<file path="src/rtl/router_pkg.sv">
// ----------------------------------------------------------------------------
// router_pkg
// Shared definitions for the router packet transmitter:
//   DATA_W / LEN_W / ADDR_W  - byte, length-field and address widths
//   BUF_DEPTH                - payload buffer depth (largest legal length)
//   ADDR_INVALID             - destination address that is always rejected
//   tx_state_e               - transmitter FSM states
//   build_header()           - header byte {len, addr}
// ----------------------------------------------------------------------------
package router_pkg;

    localparam int DATA_W    = 8;
    localparam int LEN_W     = 6;
    localparam int ADDR_W    = 2;
    localparam int BUF_DEPTH = (1 << LEN_W) - 1;

    localparam logic [ADDR_W-1:0] ADDR_INVALID = 2'b11;
    localparam logic [LEN_W-1:0]  IDX_LIMIT    = LEN_W'(BUF_DEPTH);

    typedef enum logic [2:0] {
        ST_IDLE,
        ST_LOAD,
        ST_HEADER,
        ST_PAYLOAD,
        ST_PARITY
    } tx_state_e;

    function automatic logic [DATA_W-1:0] build_header(
        input logic [LEN_W-1:0]  len,
        input logic [ADDR_W-1:0] addr
    );
        return {len, addr};
    endfunction

endpackage

</file>
<file path="src/rtl/router_tx_buf.sv">
// ----------------------------------------------------------------------------
// router_tx_buf
// Payload store for the packet transmitter: BUF_DEPTH x DATA_W register
// array with one synchronous write port and one combinational read port.
// The read address comes from a registered index in the parent, so the
// read path is flop -> array mux.
// Ports:
//   clk      in  clock
//   wr_en    in  write strobe
//   wr_addr  in  write index
//   wr_data  in  write byte
//   rd_addr  in  read index
//   rd_data  out byte at rd_addr (zero for an out-of-range index)
// ----------------------------------------------------------------------------
module router_tx_buf
    import router_pkg::*;
(
    input  logic              clk,
    input  logic              wr_en,
    input  logic [LEN_W-1:0]  wr_addr,
    input  logic [DATA_W-1:0] wr_data,
    input  logic [LEN_W-1:0]  rd_addr,
    output logic [DATA_W-1:0] rd_data
);

    logic [DATA_W-1:0] mem [0:BUF_DEPTH-1];

    always_ff @(posedge clk) begin
        if (wr_en && (wr_addr < IDX_LIMIT)) begin
            mem[wr_addr] <= wr_data;
        end
    end

    // The parent advances its read index one past the last byte after the
    // final payload beat is loaded; that index must not read beyond the array.
    always_comb begin
        rd_data = '0;
        if (rd_addr < IDX_LIMIT) begin
            rd_data = mem[rd_addr];
        end
    end

endmodule

</file>
<file path="src/rtl/router_pkt_tx.sv">
// ----------------------------------------------------------------------------
// router_pkt_tx
// Packet source for a 1x3 router input port. A request (addr, len) is
// accepted in IDLE, len payload bytes are collected into a local buffer,
// then the packet is sent as header {len,addr}, len payload bytes and a
// parity byte (XOR of header and payload). busy from the router stalls the
// transmit side; all outputs come straight from flops.
//
// Optional build macro ROUTER_TX_ERR_INJ_EN adds input err_inj, sampled at
// the request handshake; when set, the parity beat is inverted.
//
// Ports:
//   clk        in  clock (rising edge)
//   rst        in  synchronous active-high reset
//   req_valid  in  request valid          req_ready out high only in IDLE
//   req_addr   in  destination port       req_len   in  payload byte count
//   pl_valid   in  payload byte valid     pl_ready  out ready in LOAD
//   pl_data    in  payload byte
//   busy       in  router busy, stalls transmit beats
//   pkt_valid  out high for header/payload beats, low for parity
//   data_out   out byte to router
//   tx_done    out pulse when the parity beat is accepted
//   req_err    out pulse when a request is rejected
//   err_inj    in  (ROUTER_TX_ERR_INJ_EN only) corrupt this packet's parity
// ----------------------------------------------------------------------------
module router_pkt_tx
    import router_pkg::*;
(
    input  logic              clk,
    input  logic              rst,
    input  logic              req_valid,
    output logic              req_ready,
    input  logic [ADDR_W-1:0] req_addr,
    input  logic [LEN_W-1:0]  req_len,
    input  logic              pl_valid,
    output logic              pl_ready,
    input  logic [DATA_W-1:0] pl_data,
    input  logic              busy,
`ifdef ROUTER_TX_ERR_INJ_EN
    input  logic              err_inj,
`endif
    output logic              pkt_valid,
    output logic [DATA_W-1:0] data_out,
    output logic              tx_done,
    output logic              req_err
);

    tx_state_e         state_q,     state_d;
    logic [LEN_W-1:0]  len_q,       len_d;
    logic [ADDR_W-1:0] addr_q,      addr_d;
    logic [DATA_W-1:0] parity_q,    parity_d;
    logic [LEN_W-1:0]  wr_idx_q,    wr_idx_d;
    logic [LEN_W-1:0]  rd_idx_q,    rd_idx_d;
    logic              pkt_valid_q, pkt_valid_d;
    logic [DATA_W-1:0] data_out_q,  data_out_d;
    logic              tx_done_q,   tx_done_d;
    logic              req_err_q,   req_err_d;
    logic              pl_ready_q,  pl_ready_d;
    logic              req_ready_q, req_ready_d;

    logic              buf_we;
    logic [DATA_W-1:0] buf_rd_data;
    logic [DATA_W-1:0] parity_beat;

    router_tx_buf u_buf (
        .clk     (clk),
        .wr_en   (buf_we),
        .wr_addr (wr_idx_q),
        .wr_data (pl_data),
        .rd_addr (rd_idx_q),
        .rd_data (buf_rd_data)
    );

`ifdef ROUTER_TX_ERR_INJ_EN
    logic inj_q, inj_d;

    always_ff @(posedge clk) begin
        if (rst) begin
            inj_q <= 1'b0;
        end else begin
            inj_q <= inj_d;
        end
    end

    always_comb begin
        inj_d = inj_q;
        if ((state_q == ST_IDLE) && req_valid && req_ready_q) begin
            inj_d = err_inj;
        end
    end

    assign parity_beat = inj_q ? (parity_q ^ 8'hFF) : parity_q;
`else
    assign parity_beat = parity_q;
`endif

    always_comb begin
        state_d     = state_q;
        len_d       = len_q;
        addr_d      = addr_q;
        parity_d    = parity_q;
        wr_idx_d    = wr_idx_q;
        rd_idx_d    = rd_idx_q;
        pkt_valid_d = pkt_valid_q;
        data_out_d  = data_out_q;
        tx_done_d   = 1'b0;
        req_err_d   = 1'b0;
        pl_ready_d  = pl_ready_q;
        req_ready_d = req_ready_q;
        buf_we      = 1'b0;

        case (state_q)
            ST_IDLE: begin
                if (req_valid && req_ready_q) begin
                    len_d  = req_len;
                    addr_d = req_addr;
                    if ((req_len == '0) || (req_addr == ADDR_INVALID)) begin
                        req_err_d = 1'b1;
                    end else begin
                        state_d     = ST_LOAD;
                        req_ready_d = 1'b0;
                        pl_ready_d  = 1'b1;
                        parity_d    = build_header(req_len, req_addr);
                        wr_idx_d    = '0;
                    end
                end
            end

            ST_LOAD: begin
                if (pl_valid && pl_ready_q) begin
                    buf_we   = 1'b1;
                    wr_idx_d = wr_idx_q + LEN_W'(1);
                    parity_d = parity_q ^ pl_data;
                    // Last byte: the header is presented on the same edge.
                    if (wr_idx_q == (len_q - LEN_W'(1))) begin
                        pl_ready_d  = 1'b0;
                        state_d     = ST_HEADER;
                        pkt_valid_d = 1'b1;
                        data_out_d  = build_header(len_q, addr_q);
                        rd_idx_d    = '0;
                    end
                end
            end

            ST_HEADER: begin
                if (!busy) begin
                    state_d    = ST_PAYLOAD;
                    data_out_d = buf_rd_data;
                    rd_idx_d   = rd_idx_q + LEN_W'(1);
                end
            end

            ST_PAYLOAD: begin
                // rd_idx_q counts bytes already placed on data_out.
                if (!busy) begin
                    if (rd_idx_q == len_q) begin
                        state_d     = ST_PARITY;
                        pkt_valid_d = 1'b0;
                        data_out_d  = parity_beat;
                    end else begin
                        data_out_d = buf_rd_data;
                        rd_idx_d   = rd_idx_q + LEN_W'(1);
                    end
                end
            end

            ST_PARITY: begin
                if (!busy) begin
                    tx_done_d   = 1'b1;
                    state_d     = ST_IDLE;
                    data_out_d  = '0;
                    req_ready_d = 1'b1;
                end
            end

            default: begin
                state_d     = ST_IDLE;
                pkt_valid_d = 1'b0;
                data_out_d  = '0;
                pl_ready_d  = 1'b0;
                req_ready_d = 1'b1;
            end
        endcase
    end

    always_ff @(posedge clk) begin
        if (rst) begin
            state_q     <= ST_IDLE;
            len_q       <= '0;
            addr_q      <= '0;
            parity_q    <= '0;
            wr_idx_q    <= '0;
            rd_idx_q    <= '0;
            pkt_valid_q <= 1'b0;
            data_out_q  <= '0;
            tx_done_q   <= 1'b0;
            req_err_q   <= 1'b0;
            pl_ready_q  <= 1'b0;
            req_ready_q <= 1'b1;
        end else begin
            state_q     <= state_d;
            len_q       <= len_d;
            addr_q      <= addr_d;
            parity_q    <= parity_d;
            wr_idx_q    <= wr_idx_d;
            rd_idx_q    <= rd_idx_d;
            pkt_valid_q <= pkt_valid_d;
            data_out_q  <= data_out_d;
            tx_done_q   <= tx_done_d;
            req_err_q   <= req_err_d;
            pl_ready_q  <= pl_ready_d;
            req_ready_q <= req_ready_d;
        end
    end

    assign req_ready = req_ready_q;
    assign pl_ready  = pl_ready_q;
    assign pkt_valid = pkt_valid_q;
    assign data_out  = data_out_q;
    assign tx_done   = tx_done_q;
    assign req_err   = req_err_q;

endmodule

</file>
<file path="config.mk">
export PLATFORM = sky130hd
export DESIGN_NAME = router_pkt_tx
export DESIGN_NICKNAME = d
export VERILOG_FILES = /design/src/rtl/router_pkg.sv /design/src/rtl/router_tx_buf.sv /design/src/rtl/router_pkt_tx.sv
export SDC_FILE = /design/constraint.sdc
export NUM_CORES = 1
export LEC_CHECK = 0
export CAP_MARGIN = 5
export CORE_MARGIN = 8
export CORE_UTILIZATION = 35
export CTS_BUF_LIST = sky130_fd_sc_hd__clkbuf_8
export CTS_CLUSTER_DIAMETER = 80
export CTS_CLUSTER_SIZE = 12
export DETAILED_ROUTE_END_ITERATION = 10
export PLACE_DENSITY_LB_ADDON = 0.08
export SLEW_MARGIN = 30
export SYNTH_ARGS = -nofsm -noshare
export SYNTH_HDL_FRONTEND = slang
export SYNTH_SLANG_ARGS = --single-unit
export TNS_END_PERCENT = 5
</file>
<file path="constraint.sdc">
create_clock -name clk -period 3.35 [get_ports clk]
set_input_delay 0.5025 -clock clk [delete_from_list [all_inputs] [get_ports clk]]
set_output_delay 0.5025 -clock clk [all_outputs]
set_load 0.03 [all_outputs]
</file>
# [Word level (Yosys, flattened, before mapping)]
# Memory sizes are Yosys's and may differ from the RTL's. A register that Yosys moved wholly into a read port is not among the register bits.
# Cells that the tools add are included.
[totals] regBits=44 mem_bits_rw=504 out_inout_bits=13 mem_count=1
[mem_list] memory="u_buf.mem" depth=63 word_bits=8 read_ports=1 rd_clocked_by_memory_dff=1 wr=1 line_no="router_tx_buf.sv:26" rtl="logic [DATA_W-1:0] mem [0:BUF_DEPTH-1];"
[op_classes] n_addsub=3 magnitude_cmp=2 n_eq_ne=16 muxes=53 bitwise_logic=7 reduce_logical=21
[ops] cell="$mux 8" n=10
[ops] cell="$mux 6" n=10
[ops] cell="$pmux 8 s5" n=1
[ops] cell="$mux 3" n=8
[ops] cell="$ne 2x2->1 const B" n=9
[ops] cell="$pmux 6 s3" n=1
[ops] cell="$mux 1" n=17
[ops] cell="$pmux 8 s2" n=1
[ops] cell="$pmux 3 s5" n=1
[ops] cell="$add 6x1->6 const B" n=2
[ops] cell="$eq 6x6->1" n=2
[ops] cell="$lt 6x6->1 const B" n=2
[ops] cell="$pmux 6 s2" n=1
[ops] cell="$reduce_and 6->1" n=2
[ops] cell="$reduce_or 3->1" n=4
[ops] cell="$reduce_and 5->1" n=2
[ops] cell="$pmux 1 s3" n=3
[ops] cell="$reduce_and 4->1" n=2
[ops] cell="$reduce_and 8->1" n=1
[ops] cell="$xor 8x8->8" n=1
[ops] cell="$eq 3x2->1 const B" n=2
[ops] cell="$logic_not 6->1" n=1
[ops] cell="$not 1->1" n=6
[ops] cell="$sub 6x1->6 const B" n=1
[ops] cell="other kinds (10)" n=12

# [Depth between registers and ports, before layout]
[depth] word_depth=7 depth_mapped=10 ltp_nobuf=8

# [Modules after synthesis]
# A second synthesis with hierarchy kept.
[hier_totals] cells_unflattened=1279 area_unflattened_um2=22167.5
[by_module_without_submodules] mod="router_tx_buf" n_inst=1 cells_per_inst=973 area_each_um2=19647.6
[by_module_without_submodules] mod="router_pkt_tx" n_inst=1 cells_per_inst=306 area_each_um2=2519.9

# [Worst setup path after synthesis]
# Ideal clock, no wire load.
[synth_path] kind="register to register" startpoint="reg state_q[0]" endpoint="mem u_buf.mem[24][0] (enable)" t_arrival_ns=1.855 slack_ns=1.125 stages_incl_launch_ff=8 path_buffers=1 synth_period_minus_slack_ns=2.225 cell_sequence="dfxtp_1 -> buf_2 -> nand2b_1 -> nor2_1 -> nand3_1 -> nor2_1 -> nand3_1 -> nor2_1"
[synth_via] elab_chain_cells=5
[synth_rtl] item="start, declared" line_no="router_pkt_tx.sv:48" rtl="tx_state_e state_q, state_d;"
[synth_rtl] item="start signal, assigned" line_no="router_pkt_tx.sv:201" rtl="state_q <= state_d;"
[synth_rtl] item="$eq 3x1->1" line_no="router_pkt_tx.sv:112" rtl="case (state_q)"
[synth_rtl] item="$mux 1" line_no="router_pkt_tx.sv:112"
[synth_rtl] item="$logic_and 1x1->1" line_no="router_tx_buf.sv:29" rtl="if (wr_en && (wr_addr < IDX_LIMIT)) begin"
[synth_rtl] item="$mux 1" line_no="router_tx_buf.sv:29"
[synth_rtl] item="$mux 1 (implied by the code)" line_no="router_tx_buf.sv:30" rtl="mem[wr_addr] <= wr_data;"
[synth_rtl] item="end, declared" line_no="router_tx_buf.sv:26"
# No other way between the ends.

==> flow_summary.rst <==
.. list-table::
   :header-rows: 1

   * - Metric
     - Value
   * - Status
     - complete, no violations
   * - Top post-synthesis cells by count
     - sky130_fd_sc_hd__edfxtp_1 (504), sky130_fd_sc_hd__mux4_2 (125), sky130_fd_sc_hd__nor2_1 (107)
   * - LEAKAGE
     - 7.78 nW
   * - Layout Skew
     - 0.0551 ns
   * - Initial DRC count
     - 914
   * - Clock tree from TritonCTS
     - yes
   * - Total setup buffers inserted after CTS
     - 0
   * - Synth top area cells
     - sky130_fd_sc_hd__edfxtp_1 (68%), sky130_fd_sc_hd__mux4_2 (13%), sky130_fd_sc_hd__dfxtp_1 (4.5%)
   * - Maximum clock path buffer count
     - 3
   * - Area taken by flip-flops and latches
     - 16,100 um^2
   * - Warning count from the yosys run
     - 0
   * - Most area-hungry cell type in the Yosys netlist
     - sky130_fd_sc_hd__edfxtp_1
   * - Internal power
     - 9.73 mW
   * - Total global-route track usage
     - 16.5%
   * - Power per unit of standard cell area
     - 524 nW/um^2
   * - Proportion of netlist area held by the largest area contributor
     - 67.6%
   * - Switching power
     - 3.45 mW
   * - Die span in x
     - 269 um
   * - Clock buffers created by TritonCTS
     - 52
   * - Initial cell density of the core
     - 35.4%
   * - Total Routed Length
     - 59,400 um
   * - Net count of the mapped netlist
     - 1,252
   * - H-tree level count
     - 2
   * - Post-synthesis sequential area ratio
     - 72.1%
   * - Max Transition Viols Final
     - 0
   * - Combined area of all synthesized cells
     - 22,400 um^2
   * - Count of flip-flops with a built-in enable after synthesis
     - 504
   * - Share of layout cells above drive strength 1
     - 24.7%
   * - Share of async-settable or async-resettable flops after synthesis
     - 0%
   * - Clock-pin slew of the registers on the worst-case setup and hold paths
     - 0.09 ns
   * - Min Clock Period, post-route
     - 2.98 ns
   * - Worst IR drop on VDD
     - 0.282 mV
   * - Main synth FF type
     - sky130_fd_sc_hd__edfxtp_1
   * - Rows
     - 92
   * - Global-route wire length before repair
     - 86,500 um
   * - Count of final setup violators
     - 0
   * - Post-Synthesis Cells
     - 1,228
   * - Peak fanout along the critical path
     - 47
   * - Fill cell count
     - 5,752
   * - Accumulated negative setup slack
     - 0 ns
   * - Number of clock sinks
     - 554
   * - Fin crit share
     - 89.0%
   * - Type of the worst min-delay path
     - primary input to register
   * - Placer congestion estimate
     - 0.778
   * - Post-DP Area
     - 24,300 um^2
   * - Data arrival time of the critical path
     - 3.57 ns
   * - Initial antenna violation count
     - 4
   * - CP Launch Type
     - register
   * - Number of library cell types mapped by synthesis
     - 67
   * - Area of the core region
     - 63,200 um^2
   * - Remaining antenna violation count
     - 0
   * - Sequential power share
     - 58.7%
   * - Die Footprint
     - 72,300 um^2
   * - Area of all placed cells without fillers
     - 25,200 um^2
   * - First drt pass iteration count
     - 5
   * - Clock Latency Late Sink
     - 0.69 ns
   * - Startpoint-to-endpoint class of the critical path
     - register to register
   * - Number of ports placed on the die boundary
     - 34
   * - Maximum number of pins on one net before global-route repair
     - 51
   * - Area growth from synthesis to layout
     - 12.4%
   * - Max-Slew Margin vs Limit
     - 40.0%
   * - Resize count post-CTS
     - 0
   * - RSZ-0062 raised after global routing
     - no
   * - Switching part of the total power
     - 26.2%
   * - Remaining global-route overflow
     - 0
   * - Most instantiated library cell after synthesis
     - sky130_fd_sc_hd__edfxtp_1
   * - Root buffer cell
     - sky130_fd_sc_hd__clkbuf_8
   * - Mapped Avg Cell Area
     - 18.2 um^2
   * - # nets final
     - 1,391
   * - Detailed-route via count
     - 11,700
   * - Vias per inst
     - 5.25
   * - Clock network fraction of design power
     - 28.5%
   * - HPWL Detailed
     - 38,600 um
   * - Input/output buffers
     - 33
   * - Kind of end point of the critical path
     - register
   * - Via count of the first global-routing pass
     - 12,300
   * - Upper clock frequency limit
     - 335 MHz
   * - Die height
     - 269 um
   * - Remaining design rule violation count
     - 0
   * - Worst Path Required
     - 3.94 ns
   * - Combinational group share of total power
     - 12.9%
   * - Register bit count reported by yosys
     - 554
   * - Avg WL per Cell
     - 26.6 um
   * - Number of maximum-capacitance constraint violations
     - 0
   * - Final number of hold-violating endpoints
     - 0
   * - Worst Max-Slew Pin Slew
     - 0.898 ns
   * - Cts-stage hold buffer count
     - 0
   * - Combined area of the multi-input logic cells
     - 5810 um^2
area by class of cell:
| type | instances | area share, % |
|---|---|---|
| clock buffers | 52 | 2.84 |
| flip-flops and latches | 554 | 64.2 |
| well taps | 846 | 4.21 |
| inverters | 13 | 0.194 |
| repair buffers | 153 | 5.01 |
| clock inverters | 24 | 0.497 |
| multi-input cells | 593 | 23.1 |
| diodes | 1 | 0.00994 |
registers in the layout, summed over array words and instances (netlist names), named ones only:
signal	cells
parity_beat	8
state_q	3
req_err	1
req_ready	1
wr_idx_q	6
addr_q	2
u_buf.mem	504
tx_done	1
len_q	6
rd_idx_q	6
data_out	8
pl_ready	1
pkt_valid	1
through the flow:
step                cells  hold slack [ns]  setup WS, ns  utilization [%]  power [mW]
floorplan            1228            0.459          1.12                -        9.00
global placement     2159            0.487         0.341             38.5        9.59
detailed placement   2159            0.494         0.316             38.5        9.60
CTS                  2235            0.173         0.312             39.8        13.4
global route         2236            0.205         0.196             39.8        13.7
finish               2236            0.233         0.368             39.8        13.2
metal layers:
layer	track usage, %	routed length, um	part of all wire (%)
met5	0	0	0
met4	4.93	1650	2.8
met3	2.57	2600	4.4
met1	23.6	27600	46
met2	25.9	27600	46
cell families (layout without fill, tap and decap cells):
family          after synthesis  after routing  share of synthesized area [%]
flops                       554            554                           72.1
simple gates                250            250                           5.53
mux                         166            166                           14.5
compound gates              158            158                           5.11
buf+inv                      81            242                           1.97
xor+xnor                     16             16                          0.660
fa+ha+maj                     3              3                          0.168
other cells                   0              1                              0
worst paths after layout:
| path | start | end | slack [ns] | cells after the start |
|---|---|---|---|---|
| max | register | data_out[4] | 0.37 | 6 |
| min | rst | state_q[2] | 0.23 | 2 |
| max reg2reg | register | data_out[4] | 0.37 | 6 |
| min reg2reg | parity_beat[4] | parity_beat[4] | 0.51 | 2 |
cells in the final DEF, fill, tap and decap left out, types with 8 or more instances in the layout:
master / synthesis / routed
sky130_fd_sc_hd__a22oi_1: 18 / 18
sky130_fd_sc_hd__clkbuf_8: 0 / 52
sky130_fd_sc_hd__buf_4: 5 / 114
sky130_fd_sc_hd__nor2b_1: 15 / 15
sky130_fd_sc_hd__clkdlybuf4s50_1: 0 / 24
sky130_fd_sc_hd__mux2_2: 13 / 13
sky130_fd_sc_hd__a21oi_1: 41 / 41
sky130_fd_sc_hd__o21ai_0: 16 / 16
sky130_fd_sc_hd__dfxtp_1: 50 / 46
sky130_fd_sc_hd__inv_1: 12 / 32
sky130_fd_sc_hd__a311oi_1: 14 / 14
sky130_fd_sc_hd__buf_2: 27 / 9
sky130_fd_sc_hd__mux4_2: 125 / 125
sky130_fd_sc_hd__nand3_1: 9 / 9
sky130_fd_sc_hd__xnor2_1: 9 / 9
sky130_fd_sc_hd__a2111oi_0: 8 / 8
sky130_fd_sc_hd__nand2b_1: 14 / 14
sky130_fd_sc_hd__nor2_1: 107 / 107
sky130_fd_sc_hd__mux2i_1: 28 / 28
sky130_fd_sc_hd__nand2_1: 41 / 41
sky130_fd_sc_hd__nor3b_1: 11 / 11
sky130_fd_sc_hd__edfxtp_1: 504 / 504
sky130_fd_sc_hd__or2_0: 8 / 8
critical path, cell delays in order (launching register included):
cell and delay (ns):
sky130_fd_sc_hd__dfxtp_4 0.83, sky130_fd_sc_hd__buf_12 0.38, sky130_fd_sc_hd__mux4_2 0.37, sky130_fd_sc_hd__mux2_2 0.28
sky130_fd_sc_hd__o211ai_1 0.46, sky130_fd_sc_hd__a311oi_1 0.18, sky130_fd_sc_hd__a221o_1 0.28
power by group through the flow:
stage	logic, mW	clock network (mW)	registers [mW]
CTS	1.71	3.92	7.74
finish	1.69	3.75	7.74
global placement	1.69	0	7.90
global route	1.84	4.15	7.75
detailed placement	1.70	0	7.90
floorplan	1.19	0	7.81
Note: power is estimated with default switching activity, not from simulation.
